[config.mk]
export PLATFORM = sky130hd
export DESIGN_NAME = sample_frame_ctrl_flat
export DESIGN_NICKNAME = d
export VERILOG_FILES = /design/src/rtl/sample_frame_ctrl_if.sv /design/src/rtl/sample_frame_ctrl.sv /design/src/flat_wrapper.sv
export SDC_FILE = /design/constraint.sdc
export NUM_CORES = 1
export LEC_CHECK = 0
export ABC_AREA = 1
export BUFFER_PORTS_ARGS = -buffer_cell sky130_fd_sc_hd__buf_2
export CAP_MARGIN = 40
export CORE_MARGIN = 3
export CORE_UTILIZATION = 50
export DETAILED_ROUTE_END_ITERATION = 6
export GPL_ROUTABILITY_DRIVEN = 1
export HOLD_SLACK_MARGIN = 0.12
export PLACE_DENSITY = 0.77
export SKIP_CTS_REPAIR_TIMING = 1
export SYNTH_ARGS = -nofsm -noshare
export SYNTH_HDL_FRONTEND = slang
export SYNTH_SLANG_ARGS = --single-unit
[constraint.sdc]
create_clock -name clk -period 3.5 [get_ports clk]
set_clock_uncertainty 0.05 [all_clocks]
set_input_delay 0.7 -clock clk [delete_from_list [all_inputs] [get_ports clk]]
set_output_delay 0.7 -clock clk [all_outputs]
set_load 0.02 [all_outputs]
[src/rtl/sample_frame_ctrl_if.sv]
// sample_frame_ctrl_if: ADC capture controls, frame-buffer write port and frame handoff signals
interface sample_frame_ctrl_if #(parameter int AW = 8);
    logic        enable;
    logic [11:0] adc_sample;
    logic        wr_en;
    logic [AW:0] wr_addr;
    logic [15:0] wr_data;
    logic        frame_valid;
    logic        frame_bank;
    logic        frame_ack;
    logic [15:0] overrun_cnt;
    logic [1:0]  state_o;
    modport master (input enable, adc_sample, frame_ack,
                    output wr_en, wr_addr, wr_data, frame_valid, frame_bank, overrun_cnt, state_o);
    modport slave  (output enable, adc_sample, frame_ack,
                    input wr_en, wr_addr, wr_data, frame_valid, frame_bank, overrun_cnt, state_o);
endinterface

[src/rtl/sample_frame_ctrl.sv]
// sample_frame_ctrl: ticks the ADC every DIV clocks and writes samples into a ping-pong frame buffer
module sample_frame_ctrl #(
    parameter int DIV       = 1000,
    parameter int FRAME_LEN = 256
) (
    input logic clk,
    input logic rst_n,
    sample_frame_ctrl_if.master bus
);
    localparam int AW = $clog2(FRAME_LEN);

    typedef enum logic [1:0] {IDLE = 2'd0, FILL = 2'd1, STALL = 2'd2} state_t;

    state_t        r_state, w_next;
    logic [15:0]   r_div;
    logic [AW-1:0] r_idx;
    logic          r_bank;
    logic [1:0]    r_full;
    logic          r_wr_en;
    logic [AW:0]   r_addr;
    logic [15:0]   r_data;
    logic [15:0]   r_ovr;
    logic          w_tick, w_write, w_done, w_ack, w_fbank;
    logic [1:0]    w_full_ack;

    assign w_tick     = bus.enable && r_div == 16'(DIV - 1);
    assign w_write    = w_tick && r_state == FILL;
    assign w_done     = w_write && r_idx == AW'(FRAME_LEN - 1);
    // with both banks full the one being waited on is the older frame
    assign w_fbank    = &r_full ? r_bank : r_full[1];
    assign w_ack      = bus.frame_ack && |r_full;
    assign w_full_ack = r_full & ~(w_ack ? (w_fbank ? 2'b10 : 2'b01) : 2'b00);

    always_ff @(posedge clk or negedge rst_n)
        if (!rst_n) r_state <= IDLE;
        else        r_state <= w_next;

    always_comb begin
        w_next = r_state;
        if (!bus.enable)                                      w_next = IDLE;
        else if (r_state == IDLE)                             w_next = FILL;
        else if (r_state == FILL && w_done && w_full_ack[~r_bank]) w_next = STALL;
        else if (r_state == STALL && !r_full[r_bank])         w_next = FILL;
    end

    always_ff @(posedge clk or negedge rst_n) begin
        if (!rst_n) begin
            r_div   <= '0;
            r_idx   <= '0;
            r_bank  <= 1'b0;
            r_full  <= 2'b00;
            r_wr_en <= 1'b0;
            r_addr  <= '0;
            r_data  <= '0;
            r_ovr   <= '0;
        end else begin
            r_div   <= (!bus.enable || w_tick) ? 16'd0 : r_div + 16'd1;
            r_wr_en <= w_write;
            if (w_write) begin
                r_addr <= {r_bank, r_idx};
                r_data <= {~bus.adc_sample[11], bus.adc_sample[10:0], 4'b0000};
            end
            r_idx   <= !bus.enable ? '0 : w_write ? r_idx + AW'(1) : r_idx;
            r_bank  <= r_bank ^ w_done;
            r_full  <= w_full_ack | (w_done ? (r_bank ? 2'b10 : 2'b01) : 2'b00);
            if (r_state == STALL && w_tick && r_ovr != 16'hFFFF) r_ovr <= r_ovr + 16'd1;
        end
    end

    assign bus.wr_en       = r_wr_en;
    assign bus.wr_addr     = r_addr;
    assign bus.wr_data     = r_data;
    assign bus.frame_valid = |r_full;
    assign bus.frame_bank  = w_fbank;
    assign bus.overrun_cnt = r_ovr;
    assign bus.state_o     = r_state;
endmodule

[src/flat_wrapper.sv]
// flat-port wrapper written by rule: the top's interface ports become plain ports
module sample_frame_ctrl_flat 
#(
    parameter int DIV       = 1000,
    parameter int FRAME_LEN = 256
)
  (clk, rst_n, bus_enable, bus_adc_sample, bus_frame_ack, bus_wr_en, bus_wr_addr, bus_wr_data, bus_frame_valid, bus_frame_bank, bus_overrun_cnt, bus_state_o);
  sample_frame_ctrl_if bus_i ();
  input logic clk;
  input logic rst_n;
  input wire logic [$bits(bus_i.enable)-1:0] bus_enable;
  input wire logic [$bits(bus_i.adc_sample)-1:0] bus_adc_sample;
  input wire logic [$bits(bus_i.frame_ack)-1:0] bus_frame_ack;
  output wire logic [$bits(bus_i.wr_en)-1:0] bus_wr_en;
  output wire logic [$bits(bus_i.wr_addr)-1:0] bus_wr_addr;
  output wire logic [$bits(bus_i.wr_data)-1:0] bus_wr_data;
  output wire logic [$bits(bus_i.frame_valid)-1:0] bus_frame_valid;
  output wire logic [$bits(bus_i.frame_bank)-1:0] bus_frame_bank;
  output wire logic [$bits(bus_i.overrun_cnt)-1:0] bus_overrun_cnt;
  output wire logic [$bits(bus_i.state_o)-1:0] bus_state_o;
  assign bus_i.enable = bus_enable;
  assign bus_i.adc_sample = bus_adc_sample;
  assign bus_i.frame_ack = bus_frame_ack;
  assign bus_wr_en = bus_i.wr_en;
  assign bus_wr_addr = bus_i.wr_addr;
  assign bus_wr_data = bus_i.wr_data;
  assign bus_frame_valid = bus_i.frame_valid;
  assign bus_frame_bank = bus_i.frame_bank;
  assign bus_overrun_cnt = bus_i.overrun_cnt;
  assign bus_state_o = bus_i.state_o;
  sample_frame_ctrl #(.DIV(DIV), .FRAME_LEN(FRAME_LEN)) u_core (.clk(clk), .rst_n(rst_n), .bus(bus_i));
endmodule
==> summary.md, run 1 <==
| Metric | Value |
|---|---|
| Antenna diodes | `0` |
| GP Congestion | `0.9185` |
| Initial Util | `51.94%` |
| Clk sink count | `67` |
| Reg area | `1677 µm²` |
| Combinational fraction of design power | `4.1%` |
| Global-route wire length before repair | `13,560 µm` |
| Met2 WL post-DR | `3490 µm` |
| Num CTS Buffers | `9` |
| IR drop worst, VDD | `0.1582 mV` |
| # IOs | `62` |
| Routed Wire Length | `7644 µm` |
| Max_cap viols | `0` |
| Critical-path cell list | `inv_1, nor2_1, nand2_2, nand2_4, o21ai_1` |
| Clock share of power | `39.2%` |
| #FFs+latches synth | `67` |
| DR WL met3 | `442 µm` |
| Post-Syn Instances | `444` |
| Final hold vios | `0` |
| Critical path class | `register to register` |
| M1 WL | `3522 µm` |
| Die width | `90.24 µm` |
| Critical path data arrival time | `2.40 ns` |
| Seq/Total Area, Yosys | `47.25%` |
| Fraction of layout instances using a drive strength above 1 | `17.75%` |
| Clock insertion delay at the later pin of the skew report | `0.33 ns` |
| CP peak stage delay | `0.67 ns` |
| Maximum buffer depth of the clock tree | `2` |
| Die Y-Extent | `90.24 µm` |
| Via count | `3,100` |
| FF-to-FF path depth | `5` |
| Cell internal pwr | `1.061 mW` |
| Required time of the critical path | `3.66 ns` |
| Crit end category | `register` |
| Max-slew violation count | `0` |
| Largest net degree at the start of global routing | `31` |
| Routed Antenna Nets | `0` |
| CORE AREA | `6832 µm²` |
| Cells after DPL | `588` |
| FF-to-FF Start | `u_core.bus.state_o[0]` |
| Area of the mapped netlist | `3548 µm²` |
| Power per cell area | `340.4 nW/µm²` |
| TritonCTS clock tree | `built` |
| Outcome | `finished, final reports clean` |
| Setup Viol. Count Final | `0` |
| Power share of the sequential group | `56.7%` |
| Setup_tns | `0 ns` |
| CP max stage cell | `nor2_1` |
| Net Sw Frac | `22.98%` |
| Crit path from | `u_core.bus.state_o[0]` |
| RSZ-0062 raised after global routing | `false` |
| DR iter-0 viols | `211` |
| Via density | `5.141` |
| Vias in the first global route | `2,901` |
| Finished Layout Cells | `603` |
| Crit path max fanout | `30` |
| Count of different cell masters after synthesis | `35` |
| Min Clock Period, post-route | `2.236 ns` |
| Initial DRT Pass Iterations | `5` |
| Die area | `8143 µm²` |
| Tot GR Track Use | `20.31%` |
| Initial antenna violation count | `0` |
| PortBufs | `57` |
| DPL Wire Length | `5693 µm` |
| Leakage power total | `2.071 nW` |
| CTS clk-pin slew, worst paths | `0.07 ns` |
| Tcrit/Tclk final | `63.89%` |
| Worst Hold Class | `input pin to async pin` |
| Gr ovfl total | `0` |
| Synth warn | `0` |
| Fmax | `0.4472 GHz` |
| Syn-to-layout area delta | `14.07%` |
| Row count | `30` |
| DR DRC count | `0` |
| Worst-Margin Slew | `0.8868 ns` |
| Fin nets | `524` |
| NetSw | `0.3165 mW` |
| Htree depth | `3` |
| WL/cell | `12.68 µm` |
| Multi-input gate area | `1595 µm²` |
| Filler cells | `623` |
| Slew Limit Headroom | `40.66%` |
| Worst Setup Start Kind | `register` |
| Clock root cell | `clkbuf_8` |
| Top layer in use | `met4` |
| Mean area per synthesized cell | `7.992 µm²` |
## worst paths after layout
path / to / slack, ns
max in group asynchronous: u_core.r_idx[0] / 2.44
worst min-delay path: u_core.r_div[14] / 0.23
worst max-delay path: u_core.r_idx[1] / 1.26
min in group clk: u_core.r_div[0] / 0.41
worst max register to register: u_core.r_idx[1] / 1.26
worst min register to register: u_core.r_div[0] / 0.41
## cell type report
type / instances / share of cell area [%]
Sequential cell: 67 / 41.42
Inverter: 52 / 4.822
Clock inverter: 3 / 0.3709
Timing Repair Buffer: 59 / 7.419
Multi-Input combinational cell: 314 / 39.41
Tap cell: 96 / 2.968
Clock buffer: 12 / 3.586
## state kept, by name (all words and copies together), names as in the netlist, 2 cells and up
| register | count |
|---|---|
| u_core.r_idx | 8 |
| u_core.bus.wr_data | 12 |
| u_core.r_div | 16 |
| u_core.bus.wr_addr | 9 |
| u_core.r_full | 2 |
| u_core.bus.overrun_cnt | 16 |
| u_core.bus.state_o | 2 |
## cells in the mapped netlist, drive strengths merged
master	number	share of area, %
or2	3	0.53
a21oi	4	0.56
clkbuf	1	0.11
conb	1	0.11
o21ai	25	3.5
nand4	11	1.9
clkinv	1	0.11
o21a	2	0.42
dfrtp	67	47
o211ai	2	0.42
xnor2	2	0.49
nand3	53	8.3
inv	51	5.4
nor2	48	6.1
nor4	1	0.18
a211oi	1	0.21
nor3	20	3.1
buf	13	2.5
nand2	116	13
nand3b	1	0.21
ha	5	1.8
xor2	16	3.9
## critical path, delay by kind of cell (launching register included)
| family | cells | cell delay, ns |
|---|---|---|
| compound gates | 1 | 0.08 |
| buf+inv | 1 | 0.07 |
| flops | 1 | 0.39 |
| simple gates | 3 | 1.52 |
## cell usage in the layout (no fill, tap or decap), types with 4 or more instances in the layout
cell type	instances
nor2_1	43
o21ai_0	8
ha_1	5
nand4_1	11
buf_2	57
conb_1	4
nand2_1	112
a21oi_1	4
nor3_1	19
clkbuf_8	10
nand3_1	49
inv_1	50
dfrtp_1	67
o21ai_1	17
xor2_1	16
## power by group through the flow
stage | Combinational, mW | Clock (mW) | Sequential (mW)
after floorplan | 0.0281 | 0 | 0.797
after global placement | 0.0562 | 0 | 0.796
after detailed placement | 0.0580 | 0 | 0.796
after CTS | 0.0580 | 0.559 | 0.781
after global routing | 0.0654 | 0.595 | 0.781
final | 0.0564 | 0.540 | 0.782
## per-layer routing
layer  track usage [%]  up-vias
li1                  -     1539
met1             28.62     1442
met2             30.12      105
met3             4.686       14
met4             8.673        0
met5                 0        -
## logic make-up (layout without fill, tap and decap cells)
group           Yosys count  count (layout)  synth area share (%)
flops                    67              67                 47.25
compound gates           34              34                 5.148
xor+xnor                 18              18                 4.443
other cells               1               4                0.1057
buf+inv                  66             126                 8.110
simple gates            253             253                 33.18
fa+ha+maj                 5               5                 1.763
## per-stage QoR
step           hold slack [ns]  setup WS [ns]  instance area (µm²)  utilization (%)  power, mW
2_1_floorplan           0.3544          1.719                 3560                -     0.8252
3_3_place_gp            0.3988          1.296                 3887            56.90     0.8519
3_5_place_dp            0.4055          1.204                 3887            56.90     0.8539
4_1_cts                 0.2280          1.248                 4048            59.25      1.398
5_1_grt                 0.2539          1.108                 4048            59.25      1.442
6_report                0.2335          1.264                 4048            59.25      1.378
Note: power is estimated with default switching activity, not from simulation.
==> run 2, diff against run 1 <==
--- a/config.mk
+++ b/config.mk
@@ -5,7 +5,7 @@
 export SDC_FILE = /design/constraint.sdc
 export NUM_CORES = 1
 export LEC_CHECK = 0
-export ABC_AREA = 1
+export ABC_AREA = 0
 export BUFFER_PORTS_ARGS = -buffer_cell sky130_fd_sc_hd__buf_2
 export CAP_MARGIN = 40
 export CORE_MARGIN = 3
@@ -13,7 +13,7 @@
 export DETAILED_ROUTE_END_ITERATION = 6
 export GPL_ROUTABILITY_DRIVEN = 1
 export HOLD_SLACK_MARGIN = 0.12
-export PLACE_DENSITY = 0.77
+export PLACE_DENSITY = 0.78
 export SKIP_CTS_REPAIR_TIMING = 1
 export SYNTH_ARGS = -nofsm -noshare
 export SYNTH_HDL_FRONTEND = slang
==> constraint.sdc (replaced) <==
create_clock -name clk -period 2.3 [get_ports clk]
set_clock_uncertainty 0.05 [all_clocks]
set_input_delay 0.46 -clock clk [delete_from_list [all_inputs] [get_ports clk]]
set_output_delay 0.46 -clock clk [all_outputs]
set_load 0.02 [all_outputs]
==> summary.md, run 2 <==
| Metric | Value |
|---|---|
| Worst-Margin Slew | `0.6547 ns (-0.2322 ns)` |
| Maximum buffer depth of the clock tree | `2 (unchanged)` |
| Clk sink count | `67 (unchanged)` |
| CP peak stage delay | `0.40 ns (-0.27 ns)` |
| Num CTS Buffers | `9 (unchanged)` |
| R2r setup slk | `0.20 ns (-1.06 ns)` |
| Worst Setup Start Kind | `register` |
| FF-to-FF End | `u_core.bus.overrun_cnt[6]` |
| Htree depth | `3 (unchanged)` |
| Tot GR Track Use | `19.57% (-0.74 points)` |
| Min Clock Period, post-route | `2.100 ns (-0.1359 ns)` |
| Critical path class | `register to register` |
| Critical-path cell list | `ha_1, and4b_1, nand4_1, nor3_2, buf_4, nand4_1, xnor2_1` |
| Gr ovfl total | `0 (unchanged)` |
| #FFs+latches synth | `67 (unchanged)` |
| Initial Util | `52.72% (+0.78 points)` |
| Hold Path End | `u_core.bus.wr_data[10]` |
| Initial antenna violation count | `0 (unchanged)` |
| FF-to-FF Start | `u_core.r_div[0]` |
| CP max stage cell | `dfrtp_1` |
| Final Cell Area | `3834 µm² (-5.3%)` |
| Required time of the critical path | `2.48 ns (-1.18 ns)` |
| Seq/Total Area, Yosys | `52.78% (+5.5 points)` |
| Outcome | `finished, final reports clean` |
| Area of the mapped netlist | `3177 µm² (-10%)` |
| Power per cell area | `619.5 nW/µm² (+82%)` |
| CTS clk-pin slew, worst paths | `0.07 ns (about the same)` |
| Global-route wire length before repair | `11,360 µm (-16%)` |
| Critical path data arrival time | `2.28 ns (-0.12 ns)` |
| Die Y-Extent | `85.71 µm (-5.0%)` |
| Setup_tns | `0 ns (unchanged)` |
| Commonest non-fill, non-tap cell in the layout | `nand2_1` |
| Tcrit/Tclk final | `91.32% (+27 points)` |
| CORE AREA | `6026 µm² (-12%)` |
| Most instantiated cells after synthesis | `81 x nand2_1, 67 x dfrtp_1, 26 x nor2_1` |
| Cells after DPL | `462 (-21%)` |
| Clock root cell | `clkbuf_8` |
| Row count | `28 (-6.7%)` |
| RSZ-0062 raised after global routing | `false` |
| Final hold vios | `0 (unchanged)` |
| Largest net degree at the start of global routing | `27 (-13%)` |
| Area after DPL | `3593 µm² (-7.6%)` |
| DPL Wire Length | `4874 µm (-14%)` |
| TritonCTS clock tree | `built` |
| DR DRC count | `0 (unchanged)` |
| Fraction of layout instances using a drive strength above 1 | `25.50% (+7.7 points)` |
| Crit path max-delay family | `simple AND/OR/NAND/NOR gates` |
| Synth top area cells | `dfrtp_1 53%, nand2_1 9.6%, xnor2_1 5.5%` |
| Routed Wire Length | `6583 µm (-14%)` |
| Leakage power total | `1.962 nW (-5.3%)` |
| Antenna diodes | `0 (unchanged)` |
| Yosys top cell by area | `dfrtp_1` |
| DR iter-0 viols | `145 (-31%)` |
| FF-to-FF path depth | `7 (+2)` |
| Worst Hold Class | `input pin to register` |
| Vias in the first global route | `2,542 (-12%)` |
| Via density | `5.225 (+1.6%)` |
| Die area | `7346 µm² (-9.8%)` |
| Routed Antenna Nets | `0 (unchanged)` |
| Post-synth top area share | `52.78% (+5.5 points)` |
| CP bufs+invs | `1 (unchanged)` |
| Initial DRT Pass Iterations | `4 (-1)` |
| Via count | `2,503 (-19%)` |
| Clock insertion delay at the later pin of the skew report | `0.34 ns (about the same)` |
| Mean area per synthesized cell | `9.715 µm² (+22%)` |
| Max-slew violation count | `0 (unchanged)` |
| Worst min-delay path startpoint | `bus_adc_sample[6]` |
| Fmax | `0.4761 GHz (+6.5%)` |
| Crit path max fanout | `6 (-80%)` |
| Syn-to-layout area delta | `20.68%` |
| Hold depth | `3` |
| Setup Viol. Count Final | `0 (unchanged)` |
| Crit path depth | `7 (+2)` |
| Post-synth EDFFs | `0 (unchanged)` |
| GP Congestion | `0.8873 (-3.4%)` |
| # IOs | `62 (unchanged)` |
| PortBufs | `57 (unchanged)` |
| Fin nets | `420 (-20%)` |
| Main synth FF type | `dfrtp_1` |
| Fin util | `63.62% (+4.4 points)` |
| Most used cell along the critical path | `nand4_1` |
| WL/cell | `13.74 µm (+8.4%)` |
| Synth warn | `0 (unchanged)` |
| Async S/R FF share, synth | `100.0% (unchanged)` |
| Post-Syn Instances | `327 (-26%)` |
| Die width | `85.71 µm (-5.0%)` |
| Count of different cell masters after synthesis | `48 (+37%)` |
| IR drop worst, VDD | `0.4320 mV (+170%)` |
| Max_cap viols | `0 (unchanged)` |
| Finished Layout Cells | `479 (-21%)` |
| Most common cell in the netlist | `nand2_1` |
| Slew Limit Headroom | `55.95% (+15 points)` |
| Most frequent cells in the layout | `81 x nand2_1, 67 x dfrtp_1, 57 x buf_2, 26 x nor2_1, 20 x xnor2_1` |
| Crit end category | `register` |
[run 2: cell types whose count changed in the layout (fill, tap and decap cells not counted), sizes merged, moves of 6 or more]
cell,previous run,this run
and3,0,10
buf,59,69
o21ai,25,6
nand3,53,16
inv,51,5
xnor2,2,20
xor2,16,10
nand2,116,83
nor2,48,27
nor3,20,5
[run 2: layout make-up]
type	instances	area, µm²
fill	512	2192
sequential	67	1677
multi-input combinational	246	1441
timing repair buffer	70	385.4
clock buffer	10	127.6
tap	75	93.84
clock inverter	6	90.09
inverter	5	18.77
[run 2: worst max path at each step]
stage,end,slack [ns],from
6_report,u_core.bus.overrun_cnt[6],0.20,u_core.r_div[0]
5_1_grt,u_core.bus.overrun_cnt[8],0.02,u_core.r_div[0]
4_1_cts,u_core.bus.overrun_cnt[6],0.20,u_core.r_div[0]
3_5_place_dp,u_core.r_idx[2],0.19,bus_enable
3_3_place_gp,u_core.r_idx[2],0.28,bus_enable
2_1_floorplan,u_core.r_idx[7],0.27,u_core.r_div[0]
[run 2: worst register-to-register path, stage by stage, from the launching register on]
cell and delay, ns:
dfrtp_1 0.40, ha_1 0.27, and4b_1 0.30, nand4_1 0.16, nor3_2 0.31, buf_4 0.22, nand4_1 0.12, xnor2_1 0.16
[run 2: power by group]
part | leakage (nW) | switching, mW | internal, mW
Sequential | 0.911 | 0.0122 | 1.19
Clock | 0.106 | 0.448 | 0.612
Combinational | 0.945 | 0.0737 | 0.0344
[run 2: routing by layer]
metal  wire [µm]  GRT usage, %  share of wire (%)  up-vias
li1            -             -                  -     1242
met1        2922         24.73                 44     1191
met2        3215         31.92                 49       61
met3         354         5.668                5.4        9
met4          91         7.482                1.4        0
met5           0             0                  0        -
[run 2: logic make-up (layout without fill, tap and decap cells)]
| logic type | count (synthesis) | after routing | synth area share (%) |
|---|---|---|---|
| other | 1 | 4 | 0.1180 |
| buffers and inverters | 17 | 91 | 2.797 |
| adders and majority gates | 5 | 5 | 1.969 |
| AOI/OAI and AO/OA | 21 | 21 | 4.096 |
| DFF | 67 | 67 | 52.78 |
| muxes | 3 | 3 | 1.024 |
| and+or+nand+nor | 183 | 183 | 28.95 |
| xor gates and xnor gates | 30 | 30 | 8.271 |
[run 2: through the flow]
| stage | setup WS [ns] | hold WS, ns | total power [mW] |
|---|---|---|---|
| floorplan | 0.2739 | 0.1144 | 1.282 |
| global placement | 0.2843 | 0.3953 | 1.335 |
| detailed placement | 0.1893 | 0.4020 | 1.338 |
| CTS | 0.1969 | 0.04995 | 2.407 |
| global route | 0.02170 | 0.2513 | 2.471 |
| finish | 0.1996 | 0.2618 | 2.375 |
==> run 3, diff against run 2 <==
--- a/config.mk
+++ b/config.mk
@@ -9,11 +9,11 @@
 export BUFFER_PORTS_ARGS = -buffer_cell sky130_fd_sc_hd__buf_2
 export CAP_MARGIN = 40
 export CORE_MARGIN = 3
-export CORE_UTILIZATION = 50
+export CORE_UTILIZATION = 55
 export DETAILED_ROUTE_END_ITERATION = 6
 export GPL_ROUTABILITY_DRIVEN = 1
 export HOLD_SLACK_MARGIN = 0.12
-export PLACE_DENSITY = 0.78
+export PLACE_DENSITY = 0.85
 export SKIP_CTS_REPAIR_TIMING = 1
 export SYNTH_ARGS = -nofsm -noshare
 export SYNTH_HDL_FRONTEND = slang
==> summary.md, run 3 (same netlist as run 2, synthesis figures left out) <==
| Metric | Value |
|---|---|
| Cells after DPL | `457 (-1.1%)` |
| Htree depth | `3 (unchanged)` |
| Clock root cell | `clkbuf_8` |
| Die width | `82 µm (-4.3%)` |
| Clock insertion delay at the later pin of the skew report | `0.34 ns (about the same)` |
| Hold Path End | `u_core.bus.wr_data[15]` |
| Routed Antenna Nets | `0 (unchanged)` |
| Power per cell area | `601.1 nW/µm² (-3.0%)` |
| Fmax | `0.4718 GHz (-0.90%)` |
| Global-route wire length before repair | `10,710 µm (-5.8%)` |
| CP peak stage delay | `0.61 ns (+0.21 ns)` |
| Maximum buffer depth of the clock tree | `2 (unchanged)` |
| Critical path data arrival time | `2.34 ns (+0.06 ns)` |
| Initial DRT Pass Iterations | `4 (unchanged)` |
| PortBufs | `57 (unchanged)` |
| Reg area | `1677 µm² (unchanged)` |
| Fin util | `68.88% (+5.3 points)` |
| Initial Util | `57.34% (+4.6 points)` |
| IR drop worst, VDD | `0.3812 mV (-12%)` |
| Multi-input gate area | `1445 µm² (+0.26%)` |
| Max_cap viols | `0 (unchanged)` |
| Crit end category | `register` |
| Gr ovfl total | `0 (unchanged)` |
| RSZ-0062 raised after global routing | `false` |
| DR iter-0 viols | `123 (-15%)` |
| Pre-CTS WS | `0.08370 ns (-0.1056 ns)` |
| # IOs | `62 (unchanged)` |
| Worst-Margin Slew | `0.6238 ns (-0.03084 ns)` |
| Largest net degree at the start of global routing | `44 (+63%)` |
| Tcrit/Tclk final | `92.16% (+0.83 points)` |
| Vias in the first global route | `2,365 (-7.0%)` |
| Via count | `2,570 (+2.7%)` |
| Most frequent cells in the layout | `81 x nand2_1, 67 x dfrtp_1, 57 x buf_2, 26 x nor2_1, 20 x xnor2_1` |
| Die area | `6724 µm² (-8.5%)` |
| Initial antenna violation count | `0 (unchanged)` |
| Hold depth | `2 (-1)` |
| CP bufs+invs | `0 (-1)` |
| Tot GR Track Use | `21.04% (+1.5 points)` |
| Antenna diodes | `0 (unchanged)` |
| WHS | `0.2454 ns (-0.01638 ns)` |
| FF-to-FF path depth | `5 (-2)` |
| Finished Layout Cells | `474 (-1.0%)` |
| Clk sink count | `67 (unchanged)` |
| CP max stage cell | `or4_4` |
| Row count | `27 (-3.6%)` |
| Required time of the critical path | `2.52 ns (+0.04 ns)` |
| CORE AREA | `5540 µm² (-8.1%)` |
| Setup WS post-layout | `0.1804 ns (-0.01917 ns)` |
| Fin nets | `418 (-0.48%)` |
| WL/cell | `14.16 µm (+3.0%)` |
| Post-layout power | `2.294 mW (-3.4%)` |
| GP Congestion | `0.9095 (+2.5%)` |
| Crit path max-delay family | `simple AND/OR/NAND/NOR gates` |
| Area after DPL | `3587 µm² (-0.17%)` |
| Crit path max fanout | `6 (unchanged)` |
| Critical path class | `register to register` |
| Min Clock Period, post-route | `2.120 ns (+0.01917 ns)` |
| Final hold vios | `0 (unchanged)` |
| Worst min-delay path startpoint | `bus_adc_sample[11]` |
| FF-to-FF End | `u_core.r_idx[7]` |
| Num CTS Buffers | `9 (unchanged)` |
| Leakage power total | `1.953 nW (-0.49%)` |
| Final Cell Area | `3816 µm² (-0.46%)` |
| Fraction of layout instances using a drive strength above 1 | `25.62% (+0.13 points)` |
| Filler cells | `449 (-12%)` |
| Critical-path cell list | `ha_1, nand4b_1, or4_4, or4_1, a21oi_1` |
| Worst Hold Class | `input pin to register` |
| Routed Wire Length | `6712 µm (+2.0%)` |
| CTS clk-pin slew, worst paths | `0.07 ns (about the same)` |
| Setup Viol. Count Final | `0 (unchanged)` |
| Worst Setup Start Kind | `register` |
| Syn-to-layout area delta | `20.13%` |
| DR DRC count | `0 (unchanged)` |
| Slew Limit Headroom | `58.07% (+2.1 points)` |
| Commonest non-fill, non-tap cell in the layout | `nand2_1` |
| Outcome | `finished, final reports clean` |
| Max-slew violation count | `0 (unchanged)` |
| DPL Wire Length | `4828 µm (-0.95%)` |
| Die Y-Extent | `82 µm (-4.3%)` |
| TritonCTS clock tree | `built` |
| R2r setup slk | `0.18 ns (-0.02 ns)` |
| Via density | `5.422 (+3.8%)` |
| Setup_tns | `0 ns (unchanged)` |
| FF-to-FF Start | `u_core.r_div[0]` |
[run 3: changes by cell type in the layout (fill, tap and decap cells not counted), sizes merged]
cell / before / now
buf: 69 / 67
bufinv: 2 / 1
clkinv: 3 / 4
[run 3: where the power goes]
| part | leakage (nW) | total (mW) | switching [mW] | internal (mW) |
|---|---|---|---|---|
| Sequential | 0.911 | 1.21 | 0.0125 | 1.19 |
| Combinational | 0.939 | 0.109 | 0.0738 | 0.0355 |
| Clock | 0.102 | 0.978 | 0.449 | 0.529 |
| Total | 1.95 | 2.29 | 0.535 | 1.76 |
[run 3: how the worst max path moves through the flow]
stage,startpoint,endpoint,slack (ns),depth (start not counted)
6_report,u_core.r_div[0],u_core.r_idx[7],0.18,5
3_5_place_dp,bus_enable,u_core.r_idx[2],0.08,6
3_3_place_gp,bus_enable,u_core.r_idx[2],0.15,6
4_1_cts,u_core.r_div[0],u_core.r_idx[7],0.11,5
2_1_floorplan,u_core.r_div[0],u_core.r_idx[7],0.27,6
5_1_grt,u_core.bus.state_o[1],u_core.r_idx[2],0.03,5
[run 3: layout make-up]
cell class                      instances  share of cell area, %
Sequential cell                        67                  43.93
Inverter                                5                 0.4918
Clock inverter                          6                  1.705
Tap cell                               72                  2.361
Multi-Input combinational cell        246                  37.87
Clock buffer                           10                  3.607
Timing Repair Buffer                   68                  10.03
[run 3: routing by layer]
| metal | vias up | wire (µm) | track usage, % |
|---|---|---|---|
| met5 | - | 0 | 0 |
| met1 | 1240 | 2829 | 24.66 |
| met2 | 68 | 3458 | 36.27 |
| met4 | 0 | 135 | 11.30 |
| met3 | 15 | 289 | 3.947 |
| li1 | 1247 | - | - |
